$ cat config.mk
export PLATFORM = sky130hd
export DESIGN_NAME = coin_change_engine
export DESIGN_NICKNAME = d
export VERILOG_FILES = /design/src/rtl/coin_pkg.sv /design/src/rtl/coin_stack_bank.sv /design/src/rtl/coin_change_engine.sv
export SDC_FILE = /design/constraint.sdc
export NUM_CORES = 1
export LEC_CHECK = 0
export CAP_MARGIN = 30
export CORE_MARGIN = 5
export CORE_UTILIZATION = 35
export CTS_BUF_LIST = sky130_fd_sc_hd__clkbuf_4 sky130_fd_sc_hd__clkbuf_8
export DETAILED_ROUTE_END_ITERATION = 16
export GPL_ROUTABILITY_DRIVEN = 1
export PLACE_DENSITY = 0.63
export SYNTH_ARGS = -nofsm -noshare
export SYNTH_HDL_FRONTEND = slang
export SYNTH_SLANG_ARGS = --single-unit
$ cat constraint.sdc
create_clock -name clk_in -period 22.8 [get_ports clk_in]
set_input_delay 3.42 -clock clk_in [delete_from_list [all_inputs] [get_ports clk_in]]
set_output_delay 3.42 -clock clk_in [all_outputs]
set_load 0.005 [all_outputs]
$ cat src/rtl/coin_pkg.sv
// Shared types and default configuration for the coin change engine.
// Optional feature macro used by the engine: COIN_REFILL_EN (stack refill port).
package coin_pkg;

   typedef enum logic [1:0] {
      ST_IDLE    = 2'd0,
      ST_SEL_DEN = 2'd1,
      ST_CALC    = 2'd2,
      ST_REPORT  = 2'd3
   } state_e;

   typedef enum logic [1:0] {
      STATUS_OK           = 2'b00,
      STATUS_BAD_NOTE     = 2'b01,
      STATUS_BAD_DEN      = 2'b10,
      STATUS_INSUFFICIENT = 2'b11
   } status_e;

   localparam int DEF_NUM_DEN    = 3;
   localparam int DEF_NUM_NOTES  = 5;
   localparam int DEF_CODE_W     = 3;
   localparam int DEF_VAL_W      = 12;
   localparam int DEF_CNT_W      = 9;
   localparam int DEF_STACK_W    = 11;
   localparam int DEF_INIT_COUNT = 500;

   // Coin values, index 0 (highest value) in the most significant byte
   localparam logic [DEF_NUM_DEN*8-1:0] DEF_DEN_VALUES = {8'd5, 8'd2, 8'd1};
   // Note values, code 0 in the most significant field
   localparam logic [DEF_NUM_NOTES*DEF_VAL_W-1:0] DEF_NOTE_VALUES =
      {12'd10, 12'd20, 12'd50, 12'd100, 12'd200};

   // Index width that stays legal for a single coin type
   function automatic int idx_width(input int n);
      return (n > 1) ? $clog2(n) : 1;
   endfunction

endpackage

$ cat src/rtl/coin_stack_bank.sv
// Per-coin-type stack level registers: saturating refill and
// whole-bank commit of the shadow levels after a successful dispense.
module coin_stack_bank
   import coin_pkg::*;
#(
   parameter int NUM_DEN    = DEF_NUM_DEN,
   parameter int STACK_W    = DEF_STACK_W,
   parameter int INIT_COUNT = DEF_INIT_COUNT,
   parameter int IDX_W      = idx_width(DEF_NUM_DEN)
)(
   input  logic                       clk_in,
   input  logic                       rst_in,
   input  logic                       refill_en_in,
   input  logic [IDX_W-1:0]           refill_idx_in,
   input  logic [STACK_W-1:0]         refill_qty_in,
   input  logic                       commit_en_in,
   input  logic [NUM_DEN*STACK_W-1:0] commit_lvl_in,
   output logic [NUM_DEN*STACK_W-1:0] lvl_out
);

   logic [STACK_W-1:0] lvl_q [NUM_DEN];
   logic [STACK_W-1:0] lvl_d [NUM_DEN];
   logic [STACK_W:0]   sum   [NUM_DEN];

   for (genvar gi = 0; gi < NUM_DEN; gi++) begin : g_stack
      assign sum[gi] = {1'b0, lvl_q[gi]} + {1'b0, refill_qty_in};

      // Commit replaces the level; otherwise an addressed refill adds with saturation
      always_comb begin
         lvl_d[gi] = lvl_q[gi];
         if (commit_en_in) begin
            lvl_d[gi] = commit_lvl_in[gi*STACK_W +: STACK_W];
         end else if (refill_en_in && (refill_idx_in == IDX_W'(gi))) begin
            lvl_d[gi] = sum[gi][STACK_W] ? '1 : sum[gi][STACK_W-1:0];
         end
      end

      assign lvl_out[gi*STACK_W +: STACK_W] = lvl_q[gi];
   end

   // Stack level registers, refilled to the initial count on reset
   always_ff @(posedge clk_in or negedge rst_in) begin
      if (!rst_in) begin
         for (int i = 0; i < NUM_DEN; i++) lvl_q[i] <= STACK_W'(INIT_COUNT);
      end else begin
         for (int i = 0; i < NUM_DEN; i++) lvl_q[i] <= lvl_d[i];
      end
   end

endmodule

$ cat src/rtl/coin_change_engine.sv
// Greedy coin change engine: note -> denomination mask -> one coin type per
// cycle (highest value first) -> single-cycle report. Stacks are debited only
// when the whole amount can be paid. Define COIN_REFILL_EN to add refill ports.
module coin_change_engine
   import coin_pkg::*;
#(
   parameter int NUM_DEN    = DEF_NUM_DEN,
   parameter logic [NUM_DEN*8-1:0] DEN_VALUES = DEF_DEN_VALUES,
   parameter int NUM_NOTES  = DEF_NUM_NOTES,
   parameter int CODE_W     = DEF_CODE_W,
   parameter int VAL_W      = DEF_VAL_W,
   parameter logic [NUM_NOTES*VAL_W-1:0] NOTE_VALUES = DEF_NOTE_VALUES,
   parameter int CNT_W      = DEF_CNT_W,
   parameter int STACK_W    = DEF_STACK_W,
   parameter int INIT_COUNT = DEF_INIT_COUNT
)(
   input  logic                          clk_in,
   input  logic                          rst_in,
   input  logic                          note_valid_in,
   input  logic [CODE_W-1:0]             note_code_in,
   output logic                          note_ready_out,
   input  logic                          den_valid_in,
   input  logic [NUM_DEN-1:0]            den_mask_in,
   output logic                          sel_den_out,
   output logic                          busy_out,
   output logic                          done_out,
   output logic [1:0]                    status_out,
   output logic [NUM_DEN*CNT_W-1:0]      coins_out,
`ifdef COIN_REFILL_EN
   input  logic                          refill_valid_in,
   input  logic [idx_width(NUM_DEN)-1:0] refill_idx_in,
   input  logic [STACK_W-1:0]            refill_qty_in,
   output logic                          refill_ready_out,
`endif
   output logic [NUM_DEN*STACK_W-1:0]    stack_lvl_out
);

   localparam int IDX_W   = idx_width(NUM_DEN);
   localparam int NW      = (VAL_W > STACK_W) ? VAL_W : STACK_W;
   localparam int CNT_MAX = (1 << CNT_W) - 1;
   localparam logic [CODE_W:0] NOTES_LIM = (CODE_W+1)'(NUM_NOTES);

   state_e                     state_q, state_d;
   status_e                    pend_q, pend_d, status_q, status_d;
   logic [VAL_W-1:0]           rem_q, rem_d;
   logic [IDX_W-1:0]           idx_q, idx_d;
   logic [NUM_DEN-1:0]         mask_q, mask_d;
   logic [NUM_DEN*STACK_W-1:0] shadow_q, shadow_d;
   logic [NUM_DEN*CNT_W-1:0]   cnt_q, cnt_d, coins_q, coins_d;
   logic                       done_q, done_d, note_ready_q, note_ready_d;
   logic                       sel_den_q, sel_den_d, busy_q, busy_d;
   logic                       commit_en, refill_en;
   logic [IDX_W-1:0]           refill_idx;
   logic [STACK_W-1:0]         refill_qty;
   logic [NW-1:0]              n_all   [NUM_DEN];
   logic [VAL_W-1:0]           dec_all [NUM_DEN];

`ifdef COIN_REFILL_EN
   assign refill_en        = refill_valid_in && note_ready_q;
   assign refill_idx       = refill_idx_in;
   assign refill_qty       = refill_qty_in;
   assign refill_ready_out = note_ready_q;
`else
   assign refill_en  = 1'b0;
   assign refill_idx = '0;
   assign refill_qty = '0;
`endif

   coin_stack_bank #(
      .NUM_DEN    (NUM_DEN),
      .STACK_W    (STACK_W),
      .INIT_COUNT (INIT_COUNT),
      .IDX_W      (IDX_W)
   ) u_stack_bank (
      .clk_in        (clk_in),
      .rst_in        (rst_in),
      .refill_en_in  (refill_en),
      .refill_idx_in (refill_idx),
      .refill_qty_in (refill_qty),
      .commit_en_in  (commit_en),
      .commit_lvl_in (shadow_q),
      .lvl_out       (stack_lvl_out)
   );

   // Per coin type: coins to take n = min(rem/value, shadow stack, count limit)
   for (genvar gi = 0; gi < NUM_DEN; gi++) begin : g_den
      localparam logic [VAL_W-1:0] DEN_VAL = VAL_W'(DEN_VALUES[(NUM_DEN-1-gi)*8 +: 8]);
      logic [VAL_W-1:0] quot;
      logic [NW-1:0]    stk;
      logic [NW-1:0]    lim;
      assign quot        = rem_q / DEN_VAL;
      assign stk         = NW'(shadow_q[gi*STACK_W +: STACK_W]);
      assign lim         = (stk < NW'(CNT_MAX)) ? stk : NW'(CNT_MAX);
      assign n_all[gi]   = (NW'(quot) < lim) ? NW'(quot) : lim;
      assign dec_all[gi] = VAL_W'(n_all[gi]) * DEN_VAL;
   end

   // Next-state logic for the FSM and the greedy datapath
   always_comb begin
      state_d   = state_q;
      pend_d    = pend_q;
      status_d  = status_q;
      rem_d     = rem_q;
      idx_d     = idx_q;
      mask_d    = mask_q;
      shadow_d  = shadow_q;
      cnt_d     = cnt_q;
      coins_d   = coins_q;
      done_d    = 1'b0;
      commit_en = 1'b0;
      case (state_q)
         ST_IDLE: begin
            if (note_valid_in && note_ready_q) begin
               if ({1'b0, note_code_in} < NOTES_LIM) begin
                  for (int k = 0; k < NUM_NOTES; k++) begin
                     if ({1'b0, note_code_in} == (CODE_W+1)'(k))
                        rem_d = NOTE_VALUES[(NUM_NOTES-1-k)*VAL_W +: VAL_W];
                  end
                  state_d = ST_SEL_DEN;
               end else begin
                  pend_d  = STATUS_BAD_NOTE;
                  state_d = ST_REPORT;
               end
            end
         end
         ST_SEL_DEN: begin
            if (den_valid_in) begin
               if (den_mask_in == '0) begin
                  pend_d  = STATUS_BAD_DEN;
                  state_d = ST_REPORT;
               end else begin
                  mask_d   = den_mask_in;
                  idx_d    = '0;
                  shadow_d = stack_lvl_out;
                  state_d  = ST_CALC;
               end
            end
         end
         ST_CALC: begin
            for (int i = 0; i < NUM_DEN; i++) begin
               if (idx_q == IDX_W'(i)) begin
                  if (mask_q[i]) begin
                     rem_d = rem_q - dec_all[i];
                     shadow_d[i*STACK_W +: STACK_W] =
                        shadow_q[i*STACK_W +: STACK_W] - STACK_W'(n_all[i]);
                     cnt_d[i*CNT_W +: CNT_W] = CNT_W'(n_all[i]);
                  end else begin
                     cnt_d[i*CNT_W +: CNT_W] = '0;
                  end
               end
            end
            if (idx_q == IDX_W'(NUM_DEN-1)) begin
               pend_d  = (rem_d == '0) ? STATUS_OK : STATUS_INSUFFICIENT;
               state_d = ST_REPORT;
            end else begin
               idx_d = idx_q + 1'b1;
            end
         end
         ST_REPORT: begin
            done_d    = 1'b1;
            status_d  = pend_q;
            coins_d   = (pend_q == STATUS_OK) ? cnt_q : '0;
            commit_en = (pend_q == STATUS_OK);
            state_d   = ST_IDLE;
         end
         default: state_d = ST_IDLE;
      endcase
      note_ready_d = (state_d == ST_IDLE);
      sel_den_d    = (state_d == ST_SEL_DEN);
      busy_d       = (state_d == ST_CALC);
   end

   // FSM state, datapath and registered outputs
   always_ff @(posedge clk_in or negedge rst_in) begin
      if (!rst_in) begin
         state_q      <= ST_IDLE;
         pend_q       <= STATUS_OK;
         status_q     <= STATUS_OK;
         rem_q        <= '0;
         idx_q        <= '0;
         mask_q       <= '0;
         shadow_q     <= '0;
         cnt_q        <= '0;
         coins_q      <= '0;
         done_q       <= 1'b0;
         note_ready_q <= 1'b1;
         sel_den_q    <= 1'b0;
         busy_q       <= 1'b0;
      end else begin
         state_q      <= state_d;
         pend_q       <= pend_d;
         status_q     <= status_d;
         rem_q        <= rem_d;
         idx_q        <= idx_d;
         mask_q       <= mask_d;
         shadow_q     <= shadow_d;
         cnt_q        <= cnt_d;
         coins_q      <= coins_d;
         done_q       <= done_d;
         note_ready_q <= note_ready_d;
         sel_den_q    <= sel_den_d;
         busy_q       <= busy_d;
      end
   end

   assign note_ready_out = note_ready_q;
   assign sel_den_out    = sel_den_q;
   assign busy_out       = busy_q;
   assign done_out       = done_q;
   assign status_out     = status_q;
   assign coins_out      = coins_q;

endmodule

# ---- Word level (Yosys, flattened, before mapping)
# Index checks and enable logic that the tools add are counted.
dict set report word_totals {
  ff_bits 147
  input_bits 10
  output_inout_bits 66
  elab_cells 136
}
dict set report op_classes {
  muxes 53
  add_sub_neg 7
  eq_ne 25
  n_bitwise 1
  reduce_logical 21
  div_mod_pow 1
  n_lt_le_gt_ge 7
  n_mul 1
}
# cell count
set ops {}
lappend ops {{12-bit 2-to-1 mux} 16}
lappend ops {{11-bit 2-to-1 mux} 10}
lappend ops {{33-bit 2-to-1 mux} 2}
lappend ops {{33-bit case mux with 2 select lines} 1}
lappend ops {{12-bit subtractor} 3}
lappend ops {{11-bit by 9-bit less-than comparator with 1-bit output, second input constant} 3}
lappend ops {{11-bit subtractor} 3}
lappend ops {{27-bit 2-to-1 mux} 1}
lappend ops {{9-bit 2-to-1 mux} 3}
lappend ops {{2-bit 2-to-1 mux} 13}
lappend ops {{2-bit inequality test, second input constant} 13}
lappend ops {{12-bit by 11-bit less-than comparator with 1-bit output} 2}
lappend ops {{12-bit case mux with 2 select lines} 1}
lappend ops {{5-bit AND reduction} 3}
lappend ops {{12-bit by 3-bit divider with 12-bit output, second input constant} 1}
lappend ops {{12-bit logical NOT} 1}
lappend ops {{12-bit by 3-bit multiplier with 12-bit output, second input constant} 1}
lappend ops {{11-bit less-than comparator} 1}
lappend ops {{2-bit equality test, second input constant} 4}
lappend ops {{2-bit logical NOT} 4}
lappend ops {{2-bit case mux with 4 select lines} 1}
lappend ops {{4-bit AND reduction} 2}
lappend ops {{2-bit by 1-bit equality test with 1-bit output, second input constant} 3}
lappend ops {{3-bit by 2-bit equality test with 1-bit output, second input constant} 2}
lappend ops {{16 further kinds} 22}

# ---- Depth between registers and ports, before layout
# Gate-level depths: netlist of run 1.
dict set report logic_depth {
  ltp_word 17
  mapped_depth 42
  ltp_nobuf 39
}

# ---- Hierarchy
# From an unflattened synthesis of run 1, not the netlist that was laid out.
dict set report hier_totals {
  cells_unflattened 1661
  area_unflattened_um2 13624.3
}
# mod area_each_um2 n_inst seq_area_each_um2 cells_each
set by_module_without_submodules {}
lappend by_module_without_submodules {coin_change_engine 10870.4 1 2854.0 1358}
lappend by_module_without_submodules {coin_stack_bank 2753.9 1 848.3 303}

# ---- Least setup slack after synthesis of run 1
# Ideal clock, no wire load.
dict set report synth_path {
  path_kind {register to register}
  start {register rem_q[7]}
  end {register pend_q[1]}
  setup_slack_ns 14.516
  path_stages_with_launch 39
  period_less_slack_ns 8.284
  setup_time_ns 0.126
  required_time_ns 22.674
  t_arrival_ns 8.158
  path_buffers 4
  cell_sequence {dfrtp_1 -> buf_4 -> nor4bb_1 -> a221o_1 -> a211o_4 -> a21o_1 -> buf_6 -> a2111oi_4 -> o32ai_4 -> buf_2 -> maj3_2 -> nand2_1 -> o311ai_1 -> ha_1 -> a211oi_1 -> nor3b_1 -> o311ai_2 -> o21ai_1 -> [3 not listed] -> ha_1 -> inv_1 -> fa_1 -> ha_1 -> a21o_1 -> a21o_1 -> a21oi_1 -> o21bai_1 -> a21oi_1 -> o21bai_1 -> a21oi_1 -> xor2_1 -> o211ai_1 -> o211ai_1 -> o21ai_0 -> nor4b_1 -> a31oi_1 -> a221o_1}
}
dict set report synth_via {
  elab_chain_len 16
  elab_cells_between_ends 22
  cone_classes {add/sub (3); mul (1); div (1); order compare (3); mux (13); reduce/logical (1)}
}
# item line
set synth_lines {}
lappend synth_lines {{from (decl)} coin_change_engine.sv:45} ;# logic [VAL_W-1:0] rem_q, rem_d;
lappend synth_lines {{from (signal assigned)} coin_change_engine.sv:193} ;# rem_q <= rem_d;
lappend synth_lines {{12-bit by 3-bit divider with 12-bit output} coin_change_engine.sv:91} ;# assign quot = rem_q / DEN_VAL;
lappend synth_lines {{12-bit by 11-bit less-than comparator with 1-bit output} coin_change_engine.sv:94} ;# assign n_all[gi] = (NW'(quot) < lim) ? NW'(quot) : lim;
lappend synth_lines {{12-bit 2-to-1 mux} coin_change_engine.sv:94}
lappend synth_lines {{12-bit by 3-bit multiplier with 12-bit output} coin_change_engine.sv:95} ;# assign dec_all[gi] = VAL_W'(n_all[gi]) * DEN_VAL;
lappend synth_lines {{12-bit subtractor} coin_change_engine.sv:143} ;# rem_d = rem_q - dec_all[i];
lappend synth_lines {{12-bit 2-to-1 mux} coin_change_engine.sv:142} ;# if (mask_q[i]) begin
lappend synth_lines {{12-bit 2-to-1 mux} coin_change_engine.sv:141} ;# if (idx_q == IDX_W'(i)) begin
lappend synth_lines {{12-bit 2-to-1 mux} coin_change_engine.sv:142}
lappend synth_lines {{12-bit 2-to-1 mux} coin_change_engine.sv:141}
lappend synth_lines {{12-bit 2-to-1 mux} coin_change_engine.sv:142}
lappend synth_lines {{12-bit 2-to-1 mux *} coin_change_engine.sv:141}
lappend synth_lines {{12-bit 2-to-1 mux *} coin_change_engine.sv:111} ;# case (state_q)
lappend synth_lines {{12-bit logical NOT *} coin_change_engine.sv:153} ;# pend_d = (rem_d == '0) ? STATUS_OK : STATUS_INSUFFICIENT;
lappend synth_lines {{2-bit 2-to-1 mux *} coin_change_engine.sv:153}
lappend synth_lines {{2-bit 2-to-1 mux *} coin_change_engine.sv:152} ;# if (idx_q == IDX_W'(NUM_DEN-1)) begin
lappend synth_lines {{2-bit case mux with 3 select lines *} coin_change_engine.sv:111}
lappend synth_lines {{to (signal assigned)} coin_change_engine.sv:191} ;# pend_q <= pend_d;
lappend synth_lines {{to (decl)} coin_change_engine.sv:44} ;# status_e pend_q, pend_d, status_q, status_d;
# Mark *: on every way between the ends. The rest lies on a longest branch, timed or not. The select of a mux whose other input is x is not followed.
# A chain may end at the register's enable or synchronous reset.

# ---- Final worst setup path of run 1
dict set report layout_path {
  start {register rem_q[11]}
  end {register pend_q[1]}
}
# The elaborated chain is that of the path after synthesis.

==> out/metrics.csv, run 1 <==
stage,metric,value,unit
global_routing,largest net degree at the start of global routing,90,
yosys,"Top FF cell, synth",sky130_fd_sc_hd__dfrtp_1,
sta,Hold Fails Final Rpt,0,
setup_path,Critical Path Slowest Stage Cell,sky130_fd_sc_hd__dfrtp_1,
sta,Slew HR,30.4,%
setup_path,R2R setup slack,12750,ps
clocking,"Reg clk slew, reported paths",100,ps
yosys,async set-or-reset flop fraction in the synthesized netlist,100,%
die,Die Height,196,um
worst_hold_path,Hold Path Class,reg2reg,
final_layout,Antenna Diode Count,0,
global_routing,total gr overflow,0,
yosys,number of cells produced by synthesis,1411,
status,status,completed,
final_layout,nets,1578,
yosys,Synth Area per Inst,8.58,um2
sta,Max Clk Rate,99.6,MHz
setup_path,Worst EP arrival,10400,ps
setup_path,type of the worst setup path,reg2reg,
sta,setup TNS after final layout,0,ps
setup_path,most frequent CP cell,sky130_fd_sc_hd__a21oi_1,
setup_path,Worst Path Max Fanout,30,
yosys,area share of the largest cell type after synthesis,26.5,%
sta,worst-case clock skew,16.3,ps
final_layout,final core area utilization,39.7,%
setup_path,crit-path max cell delay,1040,ps
clocking,count of instances resized after the clock tree is built,0,
routing,antenna-violating nets left,0,
setup_path,Worst Reg2Reg Path Length in Cells,35,
clocking,H-tree levels,4,
yosys,number of synthesis warnings,0,
routing,drt total wl,36100,um
yosys,cell accounting for the most synthesized area,sky130_fd_sc_hd__dfrtp_1,
yosys,register bit total from synthesis,147,
routing,average wire length per cell after detail routing,18.8,um
routing,Post-route DRC,0,
setup_path,required time worst endpoint,23160,ps
sta,share of the cycle needed by the critical path after routing,44.1,%
global_routing,initial antenna violation count,0,
final_layout,fillcell total,3588,
sta,Slew @ Worst Pin,1040,ps
final_layout,"Area growth, synth to finish",12.8,%
place,worst setup slack after placement,12930,ps
final_layout,final design instance area without fill,13700,um2
sta,Slew Limit Fails,0,
clocking,TritonCTS clock tree,done,
clocking,clock root buffer master,sky130_fd_sc_hd__clkbuf_8,
setup_path,Setup crit start kind,flop,
worst_hold_path,startpoint of the worst hold path,cnt_q[24],
clocking,total clock buffers created by CTS,17,
worst_hold_path,Worst Hold End,cnt_q[24],
place,Placed Area,13200,um2
clocking,Clock Latency Late Sink,480,ps
yosys,count of flip-flops with a built-in enable after synthesis,0,
sta,total setup violations reported at the end of the flow,0,
clocking,Max clock buf depth,2,
die,Die Footprint,38400,um2
yosys,number of distinct library cells after synthesis,97,
final_layout,proportion of layout cells with a drive suffix above 1,10.3,%
yosys,Syn Std Cell Area,12100,um2
clocking,post-CTS setup buffer count,0,
sta,least setup slack across all paths after layout,12750,ps
setup_path,critical register-to-register path startpoint,rem_q[11],
die,number of standard-cell rows in the floorplan,68,
yosys,largest cells by area after synthesis,"sky130_fd_sc_hd__dfrtp_1 (26%), sky130_fd_sc_hd__ha_1 (10%), sky130_fd_sc_hd__mux2_2 (5.0%), sky130_fd_sc_hd__o21ai_0 (4.9%), sky130_fd_sc_hd__nand2_1 (4.7%)",
sta,unrepaired setup endpoints after global routing,false,
yosys,fraction of the yosys area taken by sequential cells,30.6,%
place,number of buffers inserted by port buffering,75,
setup_path,critical path capture point type,flop,
routing,via count normalized by instance count,5.50,
clocking,Num Clock Sinks,147,
place,Detail Placement HPWL,27200,um
clocking,number of hold buffers added after cts,0,
global_routing,via count of the first global-routing pass,10490,
worst_hold_path,depth of the worst hold-timing path,2,
routing,via count,10585,
die,top-level I/O count,76,
global_routing,first-pass GRT wire length,58200,um
place,final weighted congestion in routability-driven placement,0.927,
flow_run,max-capacitance violation count,0,
die,core footprint,34400,um2
routing,starting DRC count in detailed routing,776,
routing,number of optimization iterations in the first detailed-route pass,6,
die,horizontal die dimension,196,um
setup_path,end of the worst register-to-register path,pend_q[1],
die,Initial Utilization,35.2,%
sta,post-layout minimum cycle time,10050,ps
global_routing,GRT Overall Usage,18.8,%
==> sequential cells by signal (all words and copies together) (netlist names) <==
| signal | cells |
|---|---|
| busy_out | 1 |
| cnt_q | 27 |
| coins_out | 27 |
| done_out | 1 |
| idx_q | 2 |
| mask_q | 3 |
| note_ready_out | 1 |
| pend_q | 2 |
| rem_q | 12 |
| sel_den_out | 1 |
| shadow_q | 33 |
| state_q | 2 |
| status_out | 2 |
| u_stack_bank.lvl_out | 33 |
==> how the worst max path moves through the flow <==
stage,start,end,slack [ps],cells past startpoint
5_1_grt,rem_q[11],pend_q[1],12020,33
2_1_floorplan,rem_q[7],pend_q[1],14520,38
3_5_place_dp,rem_q[9],pend_q[1],12930,35
4_1_cts,rem_q[9],pend_q[1],12850,35
3_3_place_gp,rem_q[9],pend_q[1],13200,35
6_report,rem_q[11],pend_q[1],12750,35
==> cell type report <==
class | count | area [um2] | area share, %
multi-input combinational | 1105 | 7760 | 56.9
sequential | 147 | 3700 | 27.1
timing repair buffer | 90 | 882 | 6.46
tap | 455 | 569 | 4.17
inverter | 94 | 353 | 2.58
clock buffer | 17 | 234 | 1.71
clock inverter | 15 | 148 | 1.08
==> cell families (layout without fill, tap and decap cells) <==
group	after synthesis	in the layout	synth area share, %
flip-flops	147	147	30.6
buffers and inverters	163	216	5.49
other	2	6	0.0620
multiplexers	84	84	7.51
AO/OA/AOI/OAI	441	441	24.4
XOR/XNOR	50	50	3.77
adder cells (fa/ha/maj)	115	115	12.7
AND/OR/NAND/NOR	409	409	15.6
==> worst max-delay path: cells and delay by family, from the launching register on <==
family / cells / cell delay (ps)
AO/OA/AOI/OAI: 21 / 5190
adder cells (fa/ha/maj): 5 / 1650
AND/OR/NAND/NOR: 6 / 1590
flip-flops: 1 / 1040
multiplexers: 1 / 220
XOR/XNOR: 1 / 160
buffers and inverters: 1 / 50
==> cells in the final DEF (no fill, tap or decap), types with 9 or more instances in the layout <==
master and instances:
sky130_fd_sc_hd__nor2_1 114, sky130_fd_sc_hd__nor3_1 36, sky130_fd_sc_hd__o31ai_1 12, sky130_fd_sc_hd__o211ai_1 17, sky130_fd_sc_hd__and3_1 10, sky130_fd_sc_hd__o21ai_1 9
sky130_fd_sc_hd__nand2_1 151, sky130_fd_sc_hd__o21ai_0 119, sky130_fd_sc_hd__buf_4 13, sky130_fd_sc_hd__mux2i_1 29, sky130_fd_sc_hd__nand2b_1 13, sky130_fd_sc_hd__inv_1 91
sky130_fd_sc_hd__mux2_2 54, sky130_fd_sc_hd__fa_1 13, sky130_fd_sc_hd__xnor2_1 37, sky130_fd_sc_hd__a21oi_1 104, sky130_fd_sc_hd__xor2_1 12, sky130_fd_sc_hd__nor2b_1 12
sky130_fd_sc_hd__o22ai_1 10, sky130_fd_sc_hd__clkdlybuf4s50_1 74, sky130_fd_sc_hd__and2_1 12, sky130_fd_sc_hd__a211oi_1 16, sky130_fd_sc_hd__dfrtp_1 128, sky130_fd_sc_hd__clkbuf_8 17
sky130_fd_sc_hd__a21o_1 35, sky130_fd_sc_hd__nand3_1 15, sky130_fd_sc_hd__o21bai_1 9, sky130_fd_sc_hd__ha_1 99, sky130_fd_sc_hd__o21a_1 17, sky130_fd_sc_hd__dfstp_2 19
==> cell usage after synthesis, types with 17 or more instances <==
master,n
sky130_fd_sc_hd__dfstp_2,19
sky130_fd_sc_hd__o211ai_1,17
sky130_fd_sc_hd__dfrtp_1,128
sky130_fd_sc_hd__mux2_2,54
sky130_fd_sc_hd__inv_1,91
sky130_fd_sc_hd__a21o_1,35
sky130_fd_sc_hd__a21oi_1,104
sky130_fd_sc_hd__xnor2_1,37
sky130_fd_sc_hd__nor2_1,114
sky130_fd_sc_hd__nand2_1,151
sky130_fd_sc_hd__mux2i_1,29
sky130_fd_sc_hd__clkbuf_1,50
sky130_fd_sc_hd__o21ai_0,119
sky130_fd_sc_hd__nor3_1,36
sky130_fd_sc_hd__o21a_1,17
sky130_fd_sc_hd__ha_1,100
==> stage by stage <==
step / std cells / hold slack [ps]
floorplan: 1415 / 450
global placement: 1889 / 470
detailed placement: 1890 / 470
CTS: 1922 / 487
global route: 1923 / 507
finish: 1923 / 487
==> metal layers <==
| layer | up-vias | GRT usage [%] | routed length (um) |
|---|---|---|---|
| met1 | 5137 | 25.5 | 16600 |
| met3 | 43 | 2.44 | 1520 |
| li1 | 5164 | - | - |
| met2 | 241 | 31.0 | 17100 |
| met4 | 0 | 5.97 | 901 |
| met5 | - | 0 | 0 |
Power of run 1 is left out: the tool's default activity adds up to more than one toggle a clock period on the data nets, which glitch-free logic cannot reach.
==> inputs of run 2 (changes only) <==
- PLACE_DENSITY: 0.63 -> 0.65
- clock period: 22.8 -> 8.1 ns (I/O delays scaled with it)
==> run 2 against run 1 <==
  * Global-route usage increased by 0.73 points
  * Final area increased by 6.5%
  * Cell count increased by 4.3%
  * Worst setup slack got worse by 12000 ps
  * Via count increased by 4.5%
  * Die area unchanged
  * First-iteration DRC count decreased by 0.39%
  * Hold slack got worse by 12 ps
  * Sequential share of layout area decreased by 1.6 points
  * Highest routed layer unchanged
==> out/metrics.csv, run 2 (synthesis gave the netlist of run 1 again) <==
stage,metric,value,unit
setup_path,type of the worst setup path,reg2reg,
final_layout,"most common cell after layout, fill and taps aside",sky130_fd_sc_hd__nand2_1,
routing,drt total wl,37500,um
place,number of buffers inserted by port buffering,75,
sta,unrepaired setup endpoints after global routing,false,
final_layout,"commonest cells after routing, fill and taps aside","sky130_fd_sc_hd__nand2_1 (148), sky130_fd_sc_hd__dfrtp_1 (123), sky130_fd_sc_hd__o21ai_0 (115)",
die,Die Footprint,38400,um2
place,Detail Placement HPWL,28500,um
sta,share of the cycle needed by the critical path after routing,95.7,%
setup_path,Critical Path Slowest Stage Cell,sky130_fd_sc_hd__a2111oi_1,
die,horizontal die dimension,196,um
setup_path,Worst EP arrival,8120,ps
clocking,"Reg clk slew, reported paths",100,ps
final_layout,proportion of layout cells with a drive suffix above 1,17.4,%
status,status,completed,
sta,Hold Fails Final Rpt,0,
sta,Max Clk Rate,129,MHz
setup_path,required time worst endpoint,8470,ps
global_routing,GRT Overall Usage,19.5,%
global_routing,largest net degree at the start of global routing,67,
clocking,TritonCTS clock tree,done,
clocking,number of hold buffers added after cts,0,
global_routing,via count of the first global-routing pass,10739,
sta,total setup violations reported at the end of the flow,0,
setup_path,Setup crit start kind,flop,
clocking,clock root buffer master,sky130_fd_sc_hd__clkbuf_8,
clocking,total clock buffers created by CTS,17,
die,Die Height,196,um
worst_hold_path,Hold Path Class,reg2reg,
clocking,H-tree levels,4,
routing,via count,11066,
die,top-level I/O count,76,
flow_run,max-capacitance violation count,0,
sta,worst-case clock skew,17.8,ps
routing,number of optimization iterations in the first detailed-route pass,5,
worst_hold_path,depth of the worst hold-timing path,2,
routing,antenna-violating nets left,0,
clocking,Max clock buf depth,2,
sta,setup TNS after final layout,0,ps
global_routing,total gr overflow,0,
routing,via count normalized by instance count,5.52,
final_layout,"Area growth, synth to finish",20.1,%
routing,average wire length per cell after detail routing,18.7,um
setup_path,crit-path max cell delay,520,ps
sta,Slew @ Worst Pin,1020,ps
setup_path,buffer and inverter count on the worst path,2,
setup_path,Worst Reg2Reg Path Length in Cells,29,
global_routing,initial antenna violation count,0,
setup_path,Worst Path Max Fanout,9,
final_layout,nets,1660,
sta,post-layout minimum cycle time,7750,ps
routing,Post-route DRC,0,
clocking,Num Clock Sinks,147,
place,final weighted congestion in routability-driven placement,0.931,
sta,Slew Limit Fails,0,
die,Initial Utilization,35.2,%
setup_path,Crit path depth,29,
die,number of standard-cell rows in the floorplan,68,
die,core footprint,34400,um2
clocking,Clock Latency Late Sink,480,ps
routing,starting DRC count in detailed routing,773,
sta,Slew HR,31.6,%
setup_path,kind of cell with the highest combined delay on the critical path,compound AO/OA/AOI/OAI gates,
final_layout,Antenna Diode Count,0,
setup_path,critical path capture point type,flop,
global_routing,first-pass GRT wire length,60700,um
final_layout,final core area utilization,42.3,%
-- run 2: changes by cell type in the layout (fill, tap and decap cells not counted), sizes merged --
| cell | change |
|---|---|
| bufinv | +2 |
| buf | +80 |
| clkinvlp | -2 |
| clkbuf | +5 |
| inv | -3 |
-- run 2: through the flow --
step	cells	instance area [um2]	hold slack, ps	setup slack, ps
2_1_floorplan	1415	12100	450	39.1
3_3_place_gp	1958	13800	468	210
3_5_place_dp	1958	13800	470	50.1
4_1_cts	1990	14200	482	125
5_1_grt	2005	14500	503	38.3
6_report	2005	14500	475	351
-- run 2: path summary, 6_finish.rpt --
path,startpoint,to,slack [ps]
worst min-delay path,cnt_q[23],coins_out[23],470
worst max register to register,rem_q[7],pend_q[1],350
max in group asynchronous,rst_in,u_stack_bank.lvl_out[15],5790
worst min register to register,cnt_q[23],coins_out[23],470
min in group asynchronous,rst_in,rem_q[3],740
worst max-delay path,rem_q[7],pend_q[1],350
-- run 2: cell type report --
type	count	area [um2]
Clock buffer	20	275
Inverter	94	353
Sequential cell	147	3710
Timing Repair Buffer	172	1490
Tap cell	455	569
Fill cell	3439	19800
Clock inverter	12	168
Multi-Input combinational cell	1105	7970
-- run 2: metal layers --
layer  up-vias  track usage [%]  wire, um
li1       5323                -         -
met1      5426             27.7     17900
met2       272             31.6     17400
met3        45             2.34      1500
met4         0             5.07       691
met5         -                0         0
-- run 2: tightest hold or removal path, stage by stage (launching register included) --
cell and delay, ps:
sky130_fd_sc_hd__dfrtp_1 350, sky130_fd_sc_hd__nand2_1 50, sky130_fd_sc_hd__o21ai_0 60
-- run 2: what timing repair did --
action / 4_1_cts / 5_1_grt
hold endpoints to repair: 0 / 0
pin swaps: 0 / 10
gates cloned: 0 / 0
setup endpoints to repair: 2 / 2
resized for setup: 2 / 47
setup buffers: 0 / 15
Power of run 2 is left out for the same reason.
==> inputs of run 3 (changes only) <==
==> constraint.sdc (replaced) <==
create_clock -name clk_in -period 8.1 [get_ports clk_in]
set_input_delay 1.215 -clock clk_in [delete_from_list [all_inputs] [get_ports clk_in]]
set_output_delay 1.215 -clock clk_in [all_outputs]
set_load 0.1 [all_outputs]
==> results of run 3 <==
The final DEF is identical to that of run 2; final timing and power are the same.
Power of run 3 is left out for the same reason.
